[src/rtl/exe_fwd_scoreboard.sv]
// exe_fwd_scoreboard -- operand forwarding and load-use hazard unit for EXE.
//
// A small tag pipeline shadows the stages after EXE (stage 1 = MEM ...
// stage NUM_STAGES = WB). Each tag carries {valid, rfwr, dst, ready_at}, where
// ready_at is the first stage whose result bus carries that instruction's
// result. For every EXE source operand the youngest matching producer is
// selected. If that producer's data is not on a bus yet, the operand is
// pending, and hazard_stall is raised when the operand is actually used.
//
// Ports:
//   clk, rst       clock, synchronous active-high reset (reset wins over all)
//   src_addr       NUM_SRC packed source register numbers, operand i at [i*REG_AW +: REG_AW]
//   src_used       operand i is read by the EXE instruction
//   exe_valid      EXE holds a real instruction
//   exe_rfwr       EXE instruction writes the register file
//   exe_dst        EXE destination register
//   exe_ready_at   first stage with the EXE result; stored clamped to 1..NUM_STAGES
//   pipe_adv       the EXE..WB pipeline advances this cycle
//   flush_mask     bit k-1 kills the tag that sits in stage k after this edge
//   fwd_sel        per operand: 0 = register file, k = result bus of stage k
//   fwd_hit        per operand: a matching in-flight producer exists
//   hazard_stall   a used operand is waiting on data that is not ready
//   perf_stall_cnt, perf_fwd_cnt   only when FWD_PERF_CNT_EN is defined
//
// Build option: define FWD_PERF_CNT_EN to add the two 32-bit perf counters.

// Per-operand lookup: scan from the oldest stage to the youngest so that the
// last hit written wins. Older matches are shadowed by the younger ones.
module exe_fwd_lane #(
  parameter int NUM_STAGES = 3,
  parameter int REG_AW     = 5,
  parameter int SW         = 2
) (
  input  logic [NUM_STAGES-1:0]             tag_valid,
  input  logic [NUM_STAGES-1:0]             tag_rfwr,
  input  logic [NUM_STAGES-1:0][REG_AW-1:0] tag_dst,
  input  logic [NUM_STAGES-1:0][SW-1:0]     tag_rdy,
  input  logic [REG_AW-1:0]                 src,
  output logic [SW-1:0]                     sel,
  output logic                              hit,
  output logic                              pending
);
  always_comb begin
    sel     = '0;
    hit     = 1'b0;
    pending = 1'b0;
    for (int k = NUM_STAGES; k >= 1; k--) begin
      // r0 is hardwired zero: never a producer
      if (tag_valid[k-1] && tag_rfwr[k-1] &&
          (tag_dst[k-1] != '0) && (tag_dst[k-1] == src)) begin
        hit = 1'b1;
        if (tag_rdy[k-1] <= SW'(k)) begin
          sel     = SW'(k);
          pending = 1'b0;
        end else begin
          sel     = '0;
          pending = 1'b1;
        end
      end
    end
  end
endmodule

module exe_fwd_scoreboard #(
  parameter int NUM_SRC    = 2,
  parameter int NUM_STAGES = 3,
  parameter int REG_AW     = 5,
  parameter int SW         = $clog2(NUM_STAGES+1)
) (
  input  logic                      clk,
  input  logic                      rst,
  input  logic [NUM_SRC*REG_AW-1:0] src_addr,
  input  logic [NUM_SRC-1:0]        src_used,
  input  logic                      exe_valid,
  input  logic                      exe_rfwr,
  input  logic [REG_AW-1:0]         exe_dst,
  input  logic [SW-1:0]             exe_ready_at,
  input  logic                      pipe_adv,
  input  logic [NUM_STAGES-1:0]     flush_mask,
  output logic [NUM_SRC*SW-1:0]     fwd_sel,
  output logic [NUM_SRC-1:0]        fwd_hit,
`ifdef FWD_PERF_CNT_EN
  output logic [31:0]               perf_stall_cnt,
  output logic [31:0]               perf_fwd_cnt,
`endif
  output logic                      hazard_stall
);

  // index k-1 holds the tag for stage k
  logic [NUM_STAGES-1:0]             tag_valid;
  logic [NUM_STAGES-1:0]             tag_rfwr;
  logic [NUM_STAGES-1:0][REG_AW-1:0] tag_dst;
  logic [NUM_STAGES-1:0][SW-1:0]     tag_rdy;

  logic [NUM_STAGES-1:0]             valid_nxt;
  logic [SW-1:0]                     rdy_clamp;

  logic [NUM_SRC-1:0][SW-1:0]        lane_sel;
  logic [NUM_SRC-1:0]                lane_hit;
  logic [NUM_SRC-1:0]                lane_pend;

  // A ready stage of 0 would mean "ready in EXE" which this unit cannot
  // forward from, so it is treated as MEM; beyond WB is treated as WB.
  always_comb begin
    if (exe_ready_at == '0)
      rdy_clamp = SW'(1);
    else if (exe_ready_at > SW'(NUM_STAGES))
      rdy_clamp = SW'(NUM_STAGES);
    else
      rdy_clamp = exe_ready_at;
  end

  // Valid bits: shift on advance, then flush is applied to the post-shift
  // positions so the mask always names the stage the tag ends up in.
  always_comb begin
    valid_nxt = tag_valid;
    if (pipe_adv) begin
      for (int k = NUM_STAGES-1; k >= 1; k--)
        valid_nxt[k] = tag_valid[k-1];
      valid_nxt[0] = exe_valid;
    end
    valid_nxt = valid_nxt & ~flush_mask;
  end

  always_ff @(posedge clk) begin
    if (rst) begin
      tag_valid <= '0;
      tag_rfwr  <= '0;
      tag_dst   <= '0;
      tag_rdy   <= '0;
    end else begin
      tag_valid <= valid_nxt;
      if (pipe_adv) begin
        for (int k = NUM_STAGES-1; k >= 1; k--) begin
          tag_rfwr[k] <= tag_rfwr[k-1];
          tag_dst[k]  <= tag_dst[k-1];
          tag_rdy[k]  <= tag_rdy[k-1];
        end
        tag_rfwr[0] <= exe_rfwr;
        tag_dst[0]  <= exe_dst;
        tag_rdy[0]  <= rdy_clamp;
      end
    end
  end

  for (genvar i = 0; i < NUM_SRC; i++) begin : g_lane
    exe_fwd_lane #(
      .NUM_STAGES(NUM_STAGES),
      .REG_AW    (REG_AW),
      .SW        (SW)
    ) u_lane (
      .tag_valid(tag_valid),
      .tag_rfwr (tag_rfwr),
      .tag_dst  (tag_dst),
      .tag_rdy  (tag_rdy),
      .src      (src_addr[i*REG_AW +: REG_AW]),
      .sel      (lane_sel[i]),
      .hit      (lane_hit[i]),
      .pending  (lane_pend[i])
    );
    assign fwd_sel[i*SW +: SW] = lane_sel[i];
    assign fwd_hit[i]          = lane_hit[i];
  end

  // An unused operand still reports its forwarding choice but never stalls.
  assign hazard_stall = |(lane_pend & src_used);

`ifdef FWD_PERF_CNT_EN
  logic [31:0] fwd_pop;

  always_comb begin
    fwd_pop = '0;
    for (int i = 0; i < NUM_SRC; i++)
      if ((lane_sel[i] != '0) && src_used[i])
        fwd_pop = fwd_pop + 32'd1;
  end

  // Free-running, wrap at 2^32.
  always_ff @(posedge clk) begin
    if (rst) begin
      perf_stall_cnt <= '0;
      perf_fwd_cnt   <= '0;
    end else begin
      if (hazard_stall)
        perf_stall_cnt <= perf_stall_cnt + 32'd1;
      if (pipe_adv)
        perf_fwd_cnt <= perf_fwd_cnt + fwd_pop;
    end
  end
`endif

endmodule

[config.mk]
export PLATFORM = sky130hd
export DESIGN_NAME = exe_fwd_scoreboard
export DESIGN_NICKNAME = d
export VERILOG_FILES = /design/src/rtl/exe_fwd_scoreboard.sv
export SDC_FILE = /design/constraint.sdc
export NUM_CORES = 1
export LEC_CHECK = 0
export ABC_AREA = 0
export BUFFER_PORTS_ARGS = -buffer_cell sky130_fd_sc_hd__buf_2
export CORE_ASPECT_RATIO = 0.7
export CORE_MARGIN = 2
export CORE_UTILIZATION = 57
export DETAILED_ROUTE_END_ITERATION = 10
export PLACE_DENSITY_LB_ADDON = 0.3
export SYNTH_ARGS = -nofsm -noshare
export SYNTH_HDL_FRONTEND = slang
export SYNTH_SLANG_ARGS = --single-unit
[constraint.sdc]
create_clock -name clk -period 4.05 [get_ports clk]
set_input_delay 0 -clock clk [delete_from_list [all_inputs] [get_ports clk]]
set_output_delay 0 -clock clk [all_outputs]
set_load 0.01 [all_outputs]
# After elaboration in Yosys (flattened, before gate mapping)

Index checks and enable logic that the tools add are counted.

Logic and storage cells: 65
Flip-flop bits (word level): 27

Magnitude comparators: 4
Reduce and logical (&&, ||, !) cells: 17
Equality and inequality tests: 6
Multiplexer cells: 27
Bitwise operators: 3

Operator list:

| kind                                                  | number |
|---|---|
| == test 5 bit                                         | 6 |
| 2-to-1 mux 2 bit                                      | 10 |
| 2-to-1 mux 1 bit                                      | 16 |
| nonzero test 5 bit                                    | 3 |
| logical AND 1 bit                                     | 12 |
| <= comparator 2 bit (second input constant)           | 2 |
| bitwise AND 3 bit                                     | 1 |
| 2-to-1 mux 3 bit                                      | 1 |
| inverter 3 bit                                        | 1 |
| bitwise AND 2 bit                                     | 1 |
| greater-than comparator 2 bit (second input constant) | 1 |
| <= comparator 2 x 1 -> 1 bit (second input constant)  | 1 |
| zero test 2 bit                                       | 1 |
| OR reduction 2 bit                                    | 1 |

# Depth between registers and ports, before layout

Depth in word-level cells: 8
Depth in mapped cells: 6

# Cells and area by module

Synthesis repeated with hierarchy kept, for this count alone.

Cells, all modules: 169
Area total of the unflattened synthesis: 1590.3 um2

Modules (own cells, without submodules):

| module             | area an instance (um2) | sequential area each (um2) | cells an instance | times used |
|---|---|---|---|---|
| exe_fwd_scoreboard | 1002.2                 | 540.5                      | 89                | 1 |
| exe_fwd_lane       | 294.0                  | 0.0                        | 40                | 2 |

# Least setup slack after synthesis

Ideal clock, no wire load.

Path type: reg-to-output
From: register tag_dst[6] (netlist name)
To: output hazard_stall
Arrival time: 1.693 ns
Buffers on the path: 0
Stages on the path, launching flop included: 6
Path slack: 2.357 ns
Cells stage by stage: dfxtp_1 or4_1 o211ai_2 nor2_1 and4bb_1 or3_1

Cells in the longest elaborated chain, start to end: 7

RTL lines:

| item                              | RTL line | RTL |
|---|---|---|
| from (decl)                       | 92       | `logic [NUM_STAGES-1:0][REG_AW-1:0] tag_dst;` |
| from (signal, indexed assignment) | 136      | `tag_dst[k] <= tag_dst[k-1];` |
| nonzero test 5 bit                | 50       | `(tag_dst[k-1] != '0) && (tag_dst[k-1] == src)) begin` |
| logical AND 1 bit                 | 49       | `if (tag_valid[k-1] && tag_rfwr[k-1] &&` |
| logical AND 1 bit                 | 50       |  |
| 2-to-1 mux 1 bit (2 in a row)     | 49       |  |
| bitwise AND 2 bit *               | 166      | `assign hazard_stall = \|(lane_pend & src_used);` |
| OR reduction 2 bit *              | 166      |  |
| to (decl)                         | 86       | `output logic hazard_stall` |

Every way passes the cells marked *; elsewhere a longest branch is shown, timed or not.

# Final worst setup path

Same ends and word-level chain as after synthesis.

==> summary.json <==
{
  "run_status": {"value": "finished, final reports clean"},
  "arrival": {"value": 2.35, "unit": "ns"},
  "final_util": {"value": 72.1, "unit": "%"},
  "crit_path_max_incr_delay": {"value": 0.58, "unit": "ns"},
  "total_of_endpoints_with_negative_setup_slack_in_the_final_report": {"value": 0},
  "grt_antenna_before_repair": {"value": 0},
  "fp-row-count": {"value": 15},
  "dp.final_hpwl": {"value": 2630, "unit": "µm"},
  "postSynthCellCount": {"value": 158},
  "syn_area": {"value": 1440, "unit": "µm²"},
  "initial_core_util": {"value": 59.1, "unit": "%"},
  "wire_per_inst": {"value": 15.5, "unit": "µm"},
  "slowest_stage": {"value": "or4_1"},
  "cellLeakagePower": {"value": 0.798, "unit": "nW"},
  "number_of_buffers_created_by_cts": {"value": 3},
  "layout.nets": {"value": 226},
  "path_max_fanout": {"value": 5},
  "hold_class": {"value": "in2reg"},
  "worst_ep_required_time": {"value": 4.05, "unit": "ns"},
  "routed_wirelength": {"value": 3610, "unit": "µm"},
  "cts_tree": {"value": "yes"},
  "cell_type_group_with_the_largest_total_delay_on_the_critical_path": {"value": "simple AND/OR/NAND/NOR gates"},
  "final_antenna_net_count": {"value": 0},
  "die_height": {"value": 46.1, "unit": "µm"},
  "design.die.area": {"value": 2960, "unit": "µm²"},
  "track_usage": {"value": 25.9, "unit": "%"},
  "dr.pass1.iters": {"value": 4},
  "final.hold.worst_slack": {"value": 0.0668, "unit": "ns"},
  "path_class": {"value": "reg2out"},
  "cts.sink_count": {"value": 25},
  "grt_start_max_net_pins": {"value": 27},
  "gr-total-overflow": {"value": 0},
  "clockBufferDepth": {"value": 2},
  "seq_cells_post_synth": {"value": 25},
  "placed_area": {"value": 1610, "unit": "µm²"},
  "netlist-cell-type-count": {"value": 27},
  "cts-root-buf": {"value": "clkbuf_4"},
  "totalPowerFinal": {"value": 0.000479, "unit": "W"},
  "htreeDepth": {"value": 1},
  "proportion_of_synthesized_chip_area_in_sequential_cells": {"value": 34.7, "unit": "%"},
  "clk_latency": {"value": 0.34, "unit": "ns"},
  "worst_ir_drop_vdd": {"value": 0.245, "unit": "mV"},
  "vias_in_the_first_global_route": {"value": 1159},
  "max_slew.worst_pin.slew": {"value": 0.728, "unit": "ns"},
  "syn-num-nets": {"value": 185},
  "die_x": {"value": 64.1, "unit": "µm"},
  "max_cap_check_violation_count": {"value": 0},
  "clkSlewWorstSetupHoldPaths": {"value": 0.15, "unit": "ns"},
  "rsz0062_at_grt": {"value": "no"},
  "final_area": {"value": 1760, "unit": "µm²"},
  "crit_path_end_kind": {"value": "output pin"},
  "period_utilization": {"value": 58.1, "unit": "%"},
  "insertedDiodeCount": {"value": 0},
  "timing.final.max_slew_violations": {"value": 0},
  "drcViolationCount": {"value": 0},
  "post_drt_via_cell_ratio": {"value": 5.68},
  "drt_first_iter_violations": {"value": 240},
  "grt_pass1_wl": {"value": 5720, "unit": "µm"},
  "floorplan.io_pins": {"value": 34},
  "routed-via-count": {"value": 1317},
  "synthesis.yosys.warnings": {"value": 0},
  "num-fill-cells": {"value": 203},
  "gp_routability_congestion": {"value": 0.922},
  "p_per_area": {"value": 273, "unit": "nW/µm²"},
  "ratio_of_cells_with_drive_above_1_in_the_final_layout": {"value": 19.7, "unit": "%"},
  "design.core.area": {"value": 2440, "unit": "µm²"},
  "setup_tns_final": {"value": 0, "unit": "ns"},
  "place.port_buffers": {"value": 33},
  "finalHoldViolCount": {"value": 0},
  "clock_skew": {"value": 0.00445, "unit": "ns"},
  "max-slew-margin-rel": {"value": 51.5, "unit": "%"},
  "timing.final.crit_period": {"value": 2.35, "unit": "ns"},
  "max_freq": {"value": 0.425, "unit": "GHz"},
  "timing.critical_path.cells": {"value": "or4_1 > o211ai_2 > nor4_1 > nor3b_1 > or3_1 > buf_2"},
  "cts-resized-gates": {"value": 0},
  "synth.avg_cell_area": {"value": 9.13, "unit": "µm²"},
  "crit_path_start_kind": {"value": "register"},
  "syn2layout_area_growth": {"value": 21.9, "unit": "%"},
  "worst-path-buf-inv": {"value": 1}
}
## metal layers
layer  vias up  track usage, %  routed length [µm]
li1        633               -                   -
met1       613            36.5                1630
met2        65            41.3                1590
met3         6            5.62                 340
met4         0            5.96                  44
met5         -               0                   0
## layout make-up
type / instances / area, µm² / area share (%)
Clock inverter: 1 / 8.76 / 0.498
Timing Repair Buffer: 45 / 285 / 16.2
Multi-Input combinational cell: 123 / 895 / 50.9
Clock buffer: 3 / 22.5 / 1.28
Sequential cell: 25 / 500 / 28.5
Tap cell: 34 / 42.5 / 2.42
Inverter: 1 / 3.75 / 0.214
## logic make-up (layout without fill, tap and decap cells)
logic type,Yosys count,in the layout,share of synthesized area [%]
AO/OA/AOI/OAI,11,11,6.07
XOR/XNOR,30,30,18.2
buffers and inverters,10,50,3.30
flip-flops,25,25,34.7
multiplexers,26,26,18.0
AND/OR/NAND/NOR,56,56,19.7
## metrics by stage
stage | setup slack, ns | std cells
floorplan | 2.36 | 158
global placement | 2.21 | 216
detailed placement | 2.13 | 216
CTS | 1.75 | 232
global route | 1.59 | 232
finish | 1.70 | 232
## synthesized netlist by cell type
| cell | number | share of area (%) |
|---|---|---|
| o21bai_1 | 1 | 0.52 |
| nor3_1 | 8 | 2.8 |
| xnor2_1 | 17 | 10 |
| xor2_1 | 13 | 7.9 |
| dfxtp_1 | 25 | 35 |
| o211ai_1 | 1 | 0.52 |
| o21ai_0 | 3 | 1.0 |
| nand2_1 | 3 | 0.78 |
| mux2i_1 | 26 | 18 |
| buf_2 | 2 | 0.69 |
| buf_4 | 2 | 1.0 |
| nand3_1 | 6 | 2.1 |
| o211ai_2 | 2 | 1.7 |
| o21ba_1 | 1 | 0.69 |
| inv_1 | 1 | 0.26 |
| clkbuf_1 | 5 | 1.3 |
| nand2b_1 | 1 | 0.43 |
| or3_1 | 2 | 0.87 |
| a311oi_1 | 2 | 1.2 |
| o21ai_1 | 1 | 0.35 |
| nor4_1 | 4 | 1.7 |
| and4bb_1 | 1 | 0.87 |
| nor3b_1 | 1 | 0.52 |
| and4_1 | 2 | 1.2 |
| and3b_1 | 1 | 0.61 |
| nor2_1 | 24 | 6.2 |
| or4_1 | 3 | 1.6 |
## registers in the layout, indices dropped and copies added (netlist names)
name       count
tag_dst       15
tag_rdy        4
tag_rfwr       3
tag_valid      3
## path summary, 6_finish.rpt
kind             endpoint    startpoint  cells after the start  slack [ns]
min            tag_dst[8]           rst                      2        0.07
max reg2reg  tag_valid[0]  tag_valid[0]                      3        2.76
max          hazard_stall    tag_dst[6]                      6        1.70
min reg2reg    tag_rdy[2]    tag_rdy[0]                      2        0.55
## cell usage in the layout, fill, tap and decap left out, types with 2 or more instances in the layout
cell,n
nor2_1,24
dlygate4sd3_1,12
nand2_1,3
nor4_1,4
clkbuf_4,3
o21ai_0,3
mux2i_1,26
nor3_1,8
or3_1,2
and4_1,2
or4_1,3
o211ai_2,2
nand3_1,6
buf_2,33
dfxtp_1,25
xnor2_1,17
a311oi_1,2
xor2_1,13
## timing repair
item | in CTS | in global routing
endpoints found under the hold margin | 11 | 0
setup buffers | 0 | 0
hold buffers | 12 | 0
## power by group
part,internal [W],switching (W),total (W)
logic,0.0000447,0.0000405,0.0000852
registers,0.000255,0.0000147,0.000270
clock network,0.0000404,0.0000838,0.000124
(Power assumes the default switching activity.)
